<file path="src/rtl/maxpool_pkg.sv">
// Shared definitions for the max-pool controller and its datapath.
package maxpool_pkg;

  typedef enum logic [1:0] {
    ST_IDLE = 2'd0,
    ST_RUN  = 2'd1,
    ST_LAST = 2'd2
  } state_e;

  // Widest supported datapath; narrower users shift this down to their width.
  localparam int MAXW = 64;
  localparam logic [MAXW-1:0] MOST_NEG_MAXW = {1'b1, {(MAXW-1){1'b0}}};

endpackage

</file>
<file path="src/rtl/maxpool_ctrl_if.sv">
// Element stream into the max-pool controller (valid/ready handshake).
interface maxpool_ctrl_if #(
  parameter int N = 32
);
  logic signed [N-1:0] in_data;
  logic                in_valid;
  logic                in_ready;

  modport master (output in_data, output in_valid, input in_ready);
  modport slave  (input in_data, input in_valid, output in_ready);
endinterface

</file>
<file path="src/rtl/maxpool.sv">
// Running-maximum datapath: clear to zero, load, or keep the larger value.
module maxpool #(
  parameter int N = 32
) (
  input  logic                clk,
  input  logic signed [N-1:0] dp_I,
  input  logic                max_clr,
  input  logic                max_pool,
  output logic signed [N-1:0] dp_O
);

  logic signed [N-1:0] max_q;

  always_ff @(posedge clk) begin
    if (max_clr) begin
      max_q <= '0;
    end else if (!max_pool) begin
      max_q <= dp_I;
    end else if (dp_I > max_q) begin
      max_q <= dp_I;
    end
  end

  assign dp_O = max_q;

endmodule

</file>
<file path="src/rtl/maxpool_unit.sv">
// Integration of the max-pool controller with its running-maximum datapath.
module maxpool_unit #(
  parameter int N  = 32,
  parameter int CW = 8
) (
  input  logic                clk,
  input  logic                rst,
  input  logic                start,
  input  logic [CW-1:0]       win_len,
  input  logic [CW-1:0]       win_cnt,
  maxpool_ctrl_if.slave       in_if,
  output logic                out_valid,
  output logic [CW-1:0]       win_idx,
  output logic                busy,
  output logic                done,
  output logic signed [N-1:0] max_out
);

  logic signed [N-1:0] dp_I;
  logic                max_clr;
  logic                max_pool;

  maxpool_ctrl #(.N(N), .CW(CW)) u_ctrl (
    .clk       (clk),
    .rst       (rst),
    .start     (start),
    .win_len   (win_len),
    .win_cnt   (win_cnt),
    .in_if     (in_if),
    .dp_I      (dp_I),
    .max_clr   (max_clr),
    .max_pool  (max_pool),
    .out_valid (out_valid),
    .win_idx   (win_idx),
    .busy      (busy),
    .done      (done)
  );

  maxpool #(.N(N)) u_dp (
    .clk      (clk),
    .dp_I     (dp_I),
    .max_clr  (max_clr),
    .max_pool (max_pool),
    .dp_O     (max_out)
  );

endmodule

</file>
<file path="src/rtl/maxpool_ctrl.sv">
// Sequencer for a streaming max-pool datapath: splits a job into win_cnt
// windows of win_len elements and steers the datapath load/max mode.
//
// state | meaning
// IDLE  | waiting for start; datapath held cleared
// RUN   | accepting elements of the current window
// LAST  | final window maximum presented; done pulses
module maxpool_ctrl
  import maxpool_pkg::*;
#(
  parameter int N  = 32,
  parameter int CW = 8
) (
  input  logic                clk,
  input  logic                rst,
  input  logic                start,
  input  logic [CW-1:0]       win_len,
  input  logic [CW-1:0]       win_cnt,
  maxpool_ctrl_if.slave       in_if,
  output logic signed [N-1:0] dp_I,
  output logic                max_clr,
  output logic                max_pool,
  output logic                out_valid,
  output logic [CW-1:0]       win_idx,
  output logic                busy,
  output logic                done
);

  localparam logic signed [N-1:0] MOST_NEG = N'(MOST_NEG_MAXW >> (MAXW - N));

  state_e        state_q, state_d;
  logic [CW-1:0] elem_cnt_q, elem_cnt_d;
  logic [CW-1:0] win_idx_q, win_idx_d;
  logic [CW-1:0] len_q, len_d;
  logic [CW-1:0] cnt_q, cnt_d;
  logic          out_valid_q, out_valid_d;
  logic          done_q, done_d;

  logic accept;
  logic last_elem;
  logic last_win;

  assign accept    = in_if.in_valid && (state_q == ST_RUN) && !rst;
  assign last_elem = (elem_cnt_q == len_q - CW'(1));
  assign last_win  = (win_idx_q == cnt_q - CW'(1));

  always_ff @(posedge clk) begin
    if (rst) begin
      state_q     <= ST_IDLE;
      elem_cnt_q  <= '0;
      win_idx_q   <= '0;
      len_q       <= '0;
      cnt_q       <= '0;
      out_valid_q <= 1'b0;
      done_q      <= 1'b0;
    end else begin
      state_q     <= state_d;
      elem_cnt_q  <= elem_cnt_d;
      win_idx_q   <= win_idx_d;
      len_q       <= len_d;
      cnt_q       <= cnt_d;
      out_valid_q <= out_valid_d;
      done_q      <= done_d;
    end
  end

  always_comb begin
    state_d     = state_q;
    elem_cnt_d  = elem_cnt_q;
    win_idx_d   = win_idx_q;
    len_d       = len_q;
    cnt_d       = cnt_q;
    out_valid_d = 1'b0;
    done_d      = 1'b0;
    case (state_q)
      ST_IDLE: begin
        if (start) begin
          // An empty job completes immediately without touching the datapath.
          if ((win_len != '0) && (win_cnt != '0)) begin
            state_d    = ST_RUN;
            len_d      = win_len;
            cnt_d      = win_cnt;
            elem_cnt_d = '0;
            win_idx_d  = '0;
          end else begin
            done_d = 1'b1;
          end
        end
      end
      ST_RUN: begin
        if (accept) begin
          if (last_elem) begin
            elem_cnt_d  = '0;
            out_valid_d = 1'b1;
            if (last_win) begin
              state_d = ST_LAST;
              done_d  = 1'b1;
            end else begin
              win_idx_d = win_idx_q + CW'(1);
            end
          end else begin
            elem_cnt_d = elem_cnt_q + CW'(1);
          end
        end
      end
      ST_LAST: state_d = ST_IDLE;
      default: state_d = ST_IDLE;
    endcase
  end

  // Idle, reset and stall cycles feed MOST_NEG in max mode so the datapath holds.
  always_comb begin
    in_if.in_ready = 1'b0;
    max_clr        = 1'b1;
    max_pool       = 1'b1;
    dp_I           = MOST_NEG;
    if (!rst) begin
      case (state_q)
        ST_RUN: begin
          in_if.in_ready = 1'b1;
          max_clr        = 1'b0;
          if (accept) begin
            dp_I     = in_if.in_data;
            max_pool = (elem_cnt_q != '0);
          end
        end
        ST_LAST: max_clr = 1'b0;
        default: ;
      endcase
    end
  end

  assign out_valid = out_valid_q;
  assign done      = done_q;
  assign win_idx   = win_idx_q;
  assign busy      = (state_q == ST_RUN) || (state_q == ST_LAST);

endmodule

</file>
<file path="src/flat_wrapper.sv">
// flat-port wrapper written by rule: the top's interface ports become plain ports
module maxpool_unit_flat 
#(
  parameter int N  = 32,
  parameter int CW = 8
)
  (clk, rst, start, win_len, win_cnt, out_valid, win_idx, busy, done, max_out, in_if_in_data, in_if_in_valid, in_if_in_ready);
  maxpool_ctrl_if #(.N(N)) in_if_i ();
  input  logic clk;
  input  logic rst;
  input  logic start;
  input  logic [CW-1:0] win_len;
  input  logic [CW-1:0] win_cnt;
  output logic out_valid;
  output logic [CW-1:0] win_idx;
  output logic busy;
  output logic done;
  output logic signed [N-1:0] max_out;
  input wire logic [$bits(in_if_i.in_data)-1:0] in_if_in_data;
  input wire logic [$bits(in_if_i.in_valid)-1:0] in_if_in_valid;
  output wire logic [$bits(in_if_i.in_ready)-1:0] in_if_in_ready;
  assign in_if_i.in_data = in_if_in_data;
  assign in_if_i.in_valid = in_if_in_valid;
  assign in_if_in_ready = in_if_i.in_ready;
  maxpool_unit #(.N(N), .CW(CW)) u_core (.clk(clk), .rst(rst), .start(start), .win_len(win_len), .win_cnt(win_cnt), .in_if(in_if_i), .out_valid(out_valid), .win_idx(win_idx), .busy(busy), .done(done), .max_out(max_out));
endmodule
</file>
<file path="config.mk">
export PLATFORM = sky130hd
export DESIGN_NAME = maxpool_unit_flat
export DESIGN_NICKNAME = d
export VERILOG_FILES = /design/src/rtl/maxpool_pkg.sv /design/src/rtl/maxpool_ctrl_if.sv /design/src/rtl/maxpool.sv /design/src/rtl/maxpool_unit.sv /design/src/rtl/maxpool_ctrl.sv /design/src/flat_wrapper.sv
export SDC_FILE = /design/constraint.sdc
export NUM_CORES = 1
export LEC_CHECK = 0
export ABC_AREA = 1
export BUFFER_PORTS_ARGS = -buffer_cell sky130_fd_sc_hd__buf_2
export CAP_MARGIN = 0
export CELL_PAD_IN_SITES_DETAIL_PLACEMENT = 2
export CELL_PAD_IN_SITES_GLOBAL_PLACEMENT = 2
export CORE_MARGIN = 4
export CORE_UTILIZATION = 30
export DETAILED_ROUTE_END_ITERATION = 10
export GPL_ROUTABILITY_DRIVEN = 1
export GPL_TIMING_DRIVEN = 0
export PLACE_DENSITY_LB_ADDON = 0.1
export SYNTH_ARGS = -nofsm -noshare
export SYNTH_HDL_FRONTEND = slang
export SYNTH_SLANG_ARGS = --single-unit
export TNS_END_PERCENT = 30
</file>
<file path="constraint.sdc">
create_clock -name clk -period 3.7 [get_ports clk]
set_input_delay 0.37 -clock clk [delete_from_list [all_inputs] [get_ports clk]]
set_output_delay 0.37 -clock clk [all_outputs]
set_load 0.1 [all_outputs]
</file>
### Word level (Yosys, flattened, before mapping)

Cells that the tools add are included.

| storage, ports and cells | value |
|---|---|
| bits in registers | 68 |
| input bits | 52 |
| output and inout bits | 44 |
| logic and storage cells | 76 |

| operators by class | value |
|---|---|
| add/subtract/negate cells | 4 |
| magnitude comparators | 1 |
| eq/ne operators | 11 |
| multiplexer cells | 34 |
| bitwise gates (word level) | 2 |
| reduce and logical (&&, ||, !) cells | 16 |

Operators by type and width:

| operator | number |
|---|---|
| $mux W32 | 5 |
| $mux W8 | 7 |
| $gt A32 B32 Y1 | 1 |
| $pmux W8 S2 | 2 |
| $reduce_bool A8 Y1 | 3 |
| $add A8 B1 Y8 const B | 2 |
| $eq A8 B8 Y1 | 2 |
| $sub A8 B1 Y8 const B | 2 |
| $mux W1 | 13 |
| $ne A2 B2 Y1 const B | 6 |
| $mux W2 | 5 |
| $reduce_and A6 Y1 | 1 |
| $reduce_and A5 Y1 | 1 |
| $pmux W2 S2 | 1 |
| $reduce_and A4 Y1 | 1 |
| $logic_and A1 B1 Y1 | 3 |
| $reduce_and A3 Y1 | 1 |
| $reduce_or A3 Y1 | 1 |
| $eq A2 B1 Y1 const B | 1 |
| $eq A2 B2 Y1 const B | 1 |
| $logic_not A2 Y1 | 1 |
| $ne A2 B1 Y1 const B | 1 |
| $not A1 Y1 | 2 |
| $pmux W1 S2 | 1 |
| other kinds (4) | 4 |

### Logic depth before layout (Yosys ltp)

| logic depth | value |
|---|---|
| depth after elaboration | 9 |
| gate-level depth with buffers | 28 |
| depth with buffers taken out | 26 |

### Cells and area by module

A second synthesis with hierarchy kept.

| unflattened totals | value |
|---|---|
| cells, all modules | 790 |
| area total of the unflattened synthesis | 4889.7 µm² |

Modules (own cells, without submodules):

| module | times used | cells each | area each (µm²) |
|---|---|---|---|
| maxpool_ctrl | 1 | 469 | 2713.9 |
| maxpool | 1 | 321 | 2175.8 |

### Least setup slack after synthesis

Ideal clock, no wire load.

| timing path | value |
|---|---|
| kind | flip-flop to flip-flop |
| start | register u_core.u_ctrl.state_q[1] |
| end | register u_core.u_dp.max_q[11], in the netlist u_core.u_dp.dp_O[11] |
| setup time | 113 ps |
| data arrival time | 3019 ps |
| data required time | 3587 ps |
| slack | 568 ps |
| cell stages (with the launch flop) | 23 |
| buffers on the path | 4 |
| clock period less this slack | 3132 ps |
| path through | dfxtp_1 inv_1 ha_1 buf_6 inv_4 nor2_8 nand2_4 buf_1 nor2_1 ha_1 a21o_1 nor2_1 nand2_1 nand2_1 nand2_1 nor2_1 nand3_1 nand2_2 nand2_4 buf_6 buf_12 a21oi_2 nor2_1 |

| between the ends | value |
|---|---|
| cells in the longest elaborated chain, start to end | 8 |
| elaborated cells on any way between the ends | 17 |
| classes of those cells | order compare: 1; eq/ne: 3; mux: 10; reduce/logical: 3 |

RTL lines:

| element | RTL line | RTL |
|---|---|---|
| start: declaration | maxpool_ctrl.sv:31 | `state_e state_q, state_d;` |
| start signal: assignment | maxpool_ctrl.sv:57 | `state_q <= state_d;` |
| $eq A2 B1 Y1 (*) | maxpool_ctrl.sv:43, maxpool_ctrl.sv:118 |  |
| $logic_and A1 B1 Y1 (2 in a row) | maxpool_ctrl.sv:43 | `assign accept = in_if.in_valid && (state_q == ST_RUN) && !rst;` |
| $mux W32 | maxpool_ctrl.sv:122 | `if (accept) begin` |
| $mux W32 (*) | maxpool_ctrl.sv:118 | `case (state_q)` |
| $mux W32 (*) | maxpool_ctrl.sv:117 | `if (!rst) begin` |
| named net u_core.dp_I[23] | maxpool_unit.sv:19 | `logic signed [N-1:0] dp_I;` |
| $gt A32 B32 Y1 (*) | maxpool.sv:19 | `end else if (dp_I > max_q) begin` |
| $ne A2 B1 Y1 (no line) (*) | - |  |
| end signal: assignment | maxpool.sv:18 | `max_q <= dp_I;` |
| end signal: assignment | maxpool.sv:20 | `max_q <= dp_I;` |
| end: declaration | maxpool.sv:12 | `logic signed [N-1:0] max_q;` |

Mark *: on every way through the listed nets, which the timed path passes. The rest lies on a longest branch. The select of a mux whose other input is x is not followed.
A chain may end at the register's enable or synchronous reset.

### Worst setup path after layout

| timing path | value |
|---|---|
| start | register u_core.u_ctrl.state_q[1] |
| end | register u_core.u_dp.max_q[4], in the netlist u_core.u_dp.dp_O[4] |

The elaborated chain is that of the path after synthesis.

==> impl_summary.log <==
INFO  metric status = completed
INFO  metric critical_path.endpoint_type = register
INFO  metric wire_length_of_the_first_global_routing_pass = 27100 um
INFO  metric timing.critical_path.depth = 24
INFO  metric chipHeight = 134 um
INFO  metric via_count = 4870
INFO  metric syn_avg_cell_area = 6.83 sq um
INFO  metric cts.path.max_buffers = 2
INFO  metric tritoncts_clock_tree = done
INFO  metric ys_seq_area_share = 28.5%
INFO  metric antenna_left = 0
INFO  metric share_of_the_cycle_needed_by_the_critical_path_after_routing = 90.2%
INFO  metric mappedNetlistNets = 792
INFO  metric hold-path-cell-count = 3
INFO  metric final.setup.worst_slack = 0.363 ns
INFO  metric crit_type = register to register
INFO  metric wl_per_cell = 15.9 um
INFO  metric final_util = 37.6%
INFO  metric max-vdd-ir-drop = 335 uV
INFO  metric r2r_cells = 24
INFO  metric timing.fmax = 300 MHz
INFO  metric drv.max_cap_violation_count = 0
INFO  metric rr_endpoint = u_core.u_dp.dp_O[4]$_SDFFE_PP0P_
INFO  metric drive_above_1_share = 20.8%
INFO  metric clock_sink_count = 68
INFO  metric dp_slack = 0.0375 ns
INFO  metric finish.net_count = 898
INFO  metric synth.top_cell.area_share = 28.5%
INFO  metric power_leakage = 2.94 nW
INFO  metric drt-vias-per-instance = 4.77
INFO  metric min_path_type = input port to register
INFO  metric synthFlopType = sky130_fd_sc_hd__dfxtp_1
INFO  metric timing.critical_path.slowest_cell_delay = 0.32 ns
INFO  metric insertion_delay = 0.35 ns
INFO  metric yosys_warnings = 0
INFO  metric post-dp-hpwl = 12700 um
INFO  metric cts_htree_levels = 3
INFO  metric synthesis.instances = 700
INFO  metric drc = 0
INFO  metric hold_buffers = 0
INFO  metric critical_path.max_fanout = 10
INFO  metric start_util = 31.0%
INFO  metric dominant_cell_type_by_area_after_synthesis = sky130_fd_sc_hd__dfxtp_1
INFO  metric tightest_slew = 0.677 ns
INFO  metric pin_count = 96
INFO  metric postCtsSetupRepairBufs = 0
INFO  metric holdCritStartpoint = win_len[4]
INFO  metric final.fill_count = 1952
INFO  metric floorplan.core_area = 15400 sq um
INFO  metric worst-endpoint-required = 3.94 ns
INFO  metric grt_pass1_vias = 5469
INFO  metric antennaDiodeCount = 0
INFO  metric cts.repair.resized = 1
INFO  metric synth_enable_flop_cells = 0
INFO  metric reg2reg_slack = 0.36 ns
INFO  metric path_clk_slew = 0.06 ns
INFO  metric synth_area_leaders = sky130_fd_sc_hd__dfxtp_1 (28%), sky130_fd_sc_hd__nand2_1 (11%), sky130_fd_sc_hd__ha_1 (10%), sky130_fd_sc_hd__nor2_1 (8.8%), sky130_fd_sc_hd__inv_1 (8.1%)
INFO  metric layout_commonest_cell = sky130_fd_sc_hd__nand2_1
INFO  metric slew-limit-headroom = 54.9%
INFO  metric floorplan.die.width = 134 um
INFO  metric area_growth = 21.5%
INFO  metric crit_path_top_delay_cell = sky130_fd_sc_hd__dfxtp_1
INFO  metric final-seq-area = 1360 sq um
INFO  metric track_usage = 18.7%
INFO  metric crit_path_frequent_cell = sky130_fd_sc_hd__nand2_1
INFO  metric synth.distinct_cells = 43
INFO  metric timing.critical_path.max_delay_family = simple AND/OR/NAND/NOR gates
INFO  metric cts_root_buf = sky130_fd_sc_hd__clkbuf_16
INFO  metric setup_viol_count_final = 0
INFO  metric period_minus_slack = 3.34 ns
INFO  metric layout_common_cells = sky130_fd_sc_hd__nand2_1 (141), sky130_fd_sc_hd__nor2_1 (112), sky130_fd_sc_hd__inv_1 (103)
INFO  metric synth_async_sr_flop_share = 0%
INFO  metric rsz0062_at_grt = no
INFO  metric timing_max_transition_violations_final = 0
INFO  metric worstPathBufferInverterCount = 5
INFO  metric critical_path.cell_chain = inv_1 -> ha_1 -> buf_6 -> inv_4 -> nor2_8 -> nand2_4 -> buf_2 -> nor2_1 -> ha_1 -> a21oi_1 -> nand2_1 -> nand2_1 -> nand2_1 -> nand2_1 -> nand2_1 -> nand2_1 -> nand2_1 -> nand2_1 -> nand2_2 -> nand2_4 -> buf_2 -> nand3_1 -> nand2_1 -> nor2_1
INFO  metric r2r_start = u_core.u_ctrl.state_q[1]$_SDFFE_PP0P_
INFO  metric final_hold_viol_count = 0
INFO  metric totalNegativeSetupSlack = 0 ns
INFO  metric port_buffers = 95
INFO  metric synthesized_cell_area = 4780 sq um
INFO  metric worst_setup_start_kind = register
INFO  metric cts_inserted_buffers = 9
INFO  metric synth-seq-cells = 68
INFO  metric worst_clock_skew = 0.00657 ns
INFO  metric power.density_cell_area = 722 nW/um^2
INFO  metric antenna_found_initial = 0
INFO  metric multi_input_gate_area_in_the_final_layout = 2830 sq um
INFO  metric grt.overflow.total = 0
INFO  metric routed_wirelength = 16200 um
INFO  metric die_area = 18000 sq um
INFO  metric cp_data_arrival_time = 3.58 ns
INFO  metric grt_start_max_net_pins = 12
INFO  metric std_cell_rows = 45
INFO  metric detailed_routing_iterations_pass_1 = 4
INFO  metric hold_end = u_core.u_ctrl.len_q[4]$_SDFFE_PP0P_
INFO  metric drt_first_iter_violations = 139
INFO  metric routabilityCongestion = 0.805
## through the flow
stage	hold slack (ns)	instances	power [W]	cell area [sq um]
after global placement	0.452	1006	0.00326	5520
after CTS	0.324	1022	0.00427	5810
final	0.338	1022	0.00420	5810
after global routing	0.360	1022	0.00454	5810
after floorplan	0.435	700	0.00279	4780
after detailed placement	0.462	1006	0.00336	5520
## state kept, by name, indices dropped and copies added, names as in the netlist
name	cells
u_core.u_ctrl.win_idx	8
u_core.u_dp.dp_O	32
u_core.u_ctrl.len_q	8
u_core.u_ctrl.out_valid	1
u_core.u_ctrl.done	1
u_core.u_ctrl.cnt_q	8
u_core.u_ctrl.elem_cnt_q	8
u_core.u_ctrl.state_q	2
## worst max path at each step
stage	endpoint	from
final	u_core.u_dp.dp_O[4]$_SDFFE_PP0P_	u_core.u_ctrl.state_q[1]$_SDFFE_PP0P_
after detailed placement	u_core.u_dp.dp_O[5]$_SDFFE_PP0P_	u_core.u_ctrl.state_q[1]$_SDFFE_PP0P_
after global routing	u_core.u_dp.dp_O[15]$_SDFFE_PP0P_	u_core.u_ctrl.state_q[1]$_SDFFE_PP0P_
after floorplan	u_core.u_dp.dp_O[11]$_SDFFE_PP0P_	u_core.u_ctrl.state_q[1]$_SDFFE_PP0P_
after global placement	u_core.u_dp.dp_O[3]$_SDFFE_PP0P_	u_core.u_ctrl.state_q[1]$_SDFFE_PP0P_
after CTS	u_core.u_dp.dp_O[15]$_SDFFE_PP0P_	u_core.u_ctrl.state_q[1]$_SDFFE_PP0P_
## cells by family (layout without fill, tap and decap cells)
| family | Yosys count | in the layout | share of synthesized area [%] |
|---|---|---|---|
| flip-flops | 68 | 68 | 28.5 |
| buffers and inverters | 133 | 244 | 12.3 |
| adder cells (fa/ha/maj) | 40 | 40 | 10.5 |
| AND/OR/NAND/NOR | 339 | 339 | 31.7 |
| AO/OA/AOI/OAI | 93 | 93 | 12.2 |
| XOR/XNOR | 27 | 27 | 4.95 |
## routing by layer
layer  vias up  wire, um  track usage (%)
met4         0       355             6.90
met2        84      8260             34.3
li1       2436         -                -
met1      2328      6910             21.6
met3        22       699             3.45
met5         -         0                0
## cells in the mapped netlist (8+ instances only)
library cell	n
sky130_fd_sc_hd__nor2_1	112
sky130_fd_sc_hd__nand2_1	141
sky130_fd_sc_hd__a21oi_2	20
sky130_fd_sc_hd__xnor2_1	8
sky130_fd_sc_hd__clkbuf_1	11
sky130_fd_sc_hd__ha_1	40
sky130_fd_sc_hd__o21ai_0	21
sky130_fd_sc_hd__a21oi_1	44
sky130_fd_sc_hd__nand4_1	14
sky130_fd_sc_hd__dfxtp_1	68
sky130_fd_sc_hd__inv_1	103
sky130_fd_sc_hd__nand3_1	38
sky130_fd_sc_hd__xor2_1	19
## final cells by class
class	count	area share (%)
timing repair buffer	95	8.19
clock buffer	11	4.01
multi-input combinational	499	48.8
tap	211	4.55
inverter	109	7.22
sequential	68	23.4
clock inverter	5	0.905
buffer	24	2.93
## worst register-to-register path: stages, from the launching register on
cell and delay (ns):
sky130_fd_sc_hd__dfxtp_1 0.32, sky130_fd_sc_hd__inv_1 0.08, sky130_fd_sc_hd__ha_1 0.20, sky130_fd_sc_hd__buf_6 0.15
sky130_fd_sc_hd__inv_4 0.13, sky130_fd_sc_hd__nor2_8 0.05, sky130_fd_sc_hd__nand2_4 0.16, sky130_fd_sc_hd__buf_2 0.32
sky130_fd_sc_hd__nor2_1 0.11, sky130_fd_sc_hd__ha_1 0.31, sky130_fd_sc_hd__a21oi_1 0.17, sky130_fd_sc_hd__nand2_1 0.07
sky130_fd_sc_hd__nand2_1 0.07, sky130_fd_sc_hd__nand2_1 0.10, sky130_fd_sc_hd__nand2_1 0.08, sky130_fd_sc_hd__nand2_1 0.05
sky130_fd_sc_hd__nand2_1 0.07, sky130_fd_sc_hd__nand2_1 0.05, sky130_fd_sc_hd__nand2_1 0.07, sky130_fd_sc_hd__nand2_2 0.06
sky130_fd_sc_hd__nand2_4 0.09, sky130_fd_sc_hd__buf_2 0.26, sky130_fd_sc_hd__nand3_1 0.13, sky130_fd_sc_hd__nand2_1 0.10
sky130_fd_sc_hd__nor2_1 0.04
## power breakdown
part,internal (W),switching (W)
clock,0.000519,0.000346
combinational,0.000704,0.00169
sequential,0.000848,0.0000866
Power figures use the tool's default switching activity.
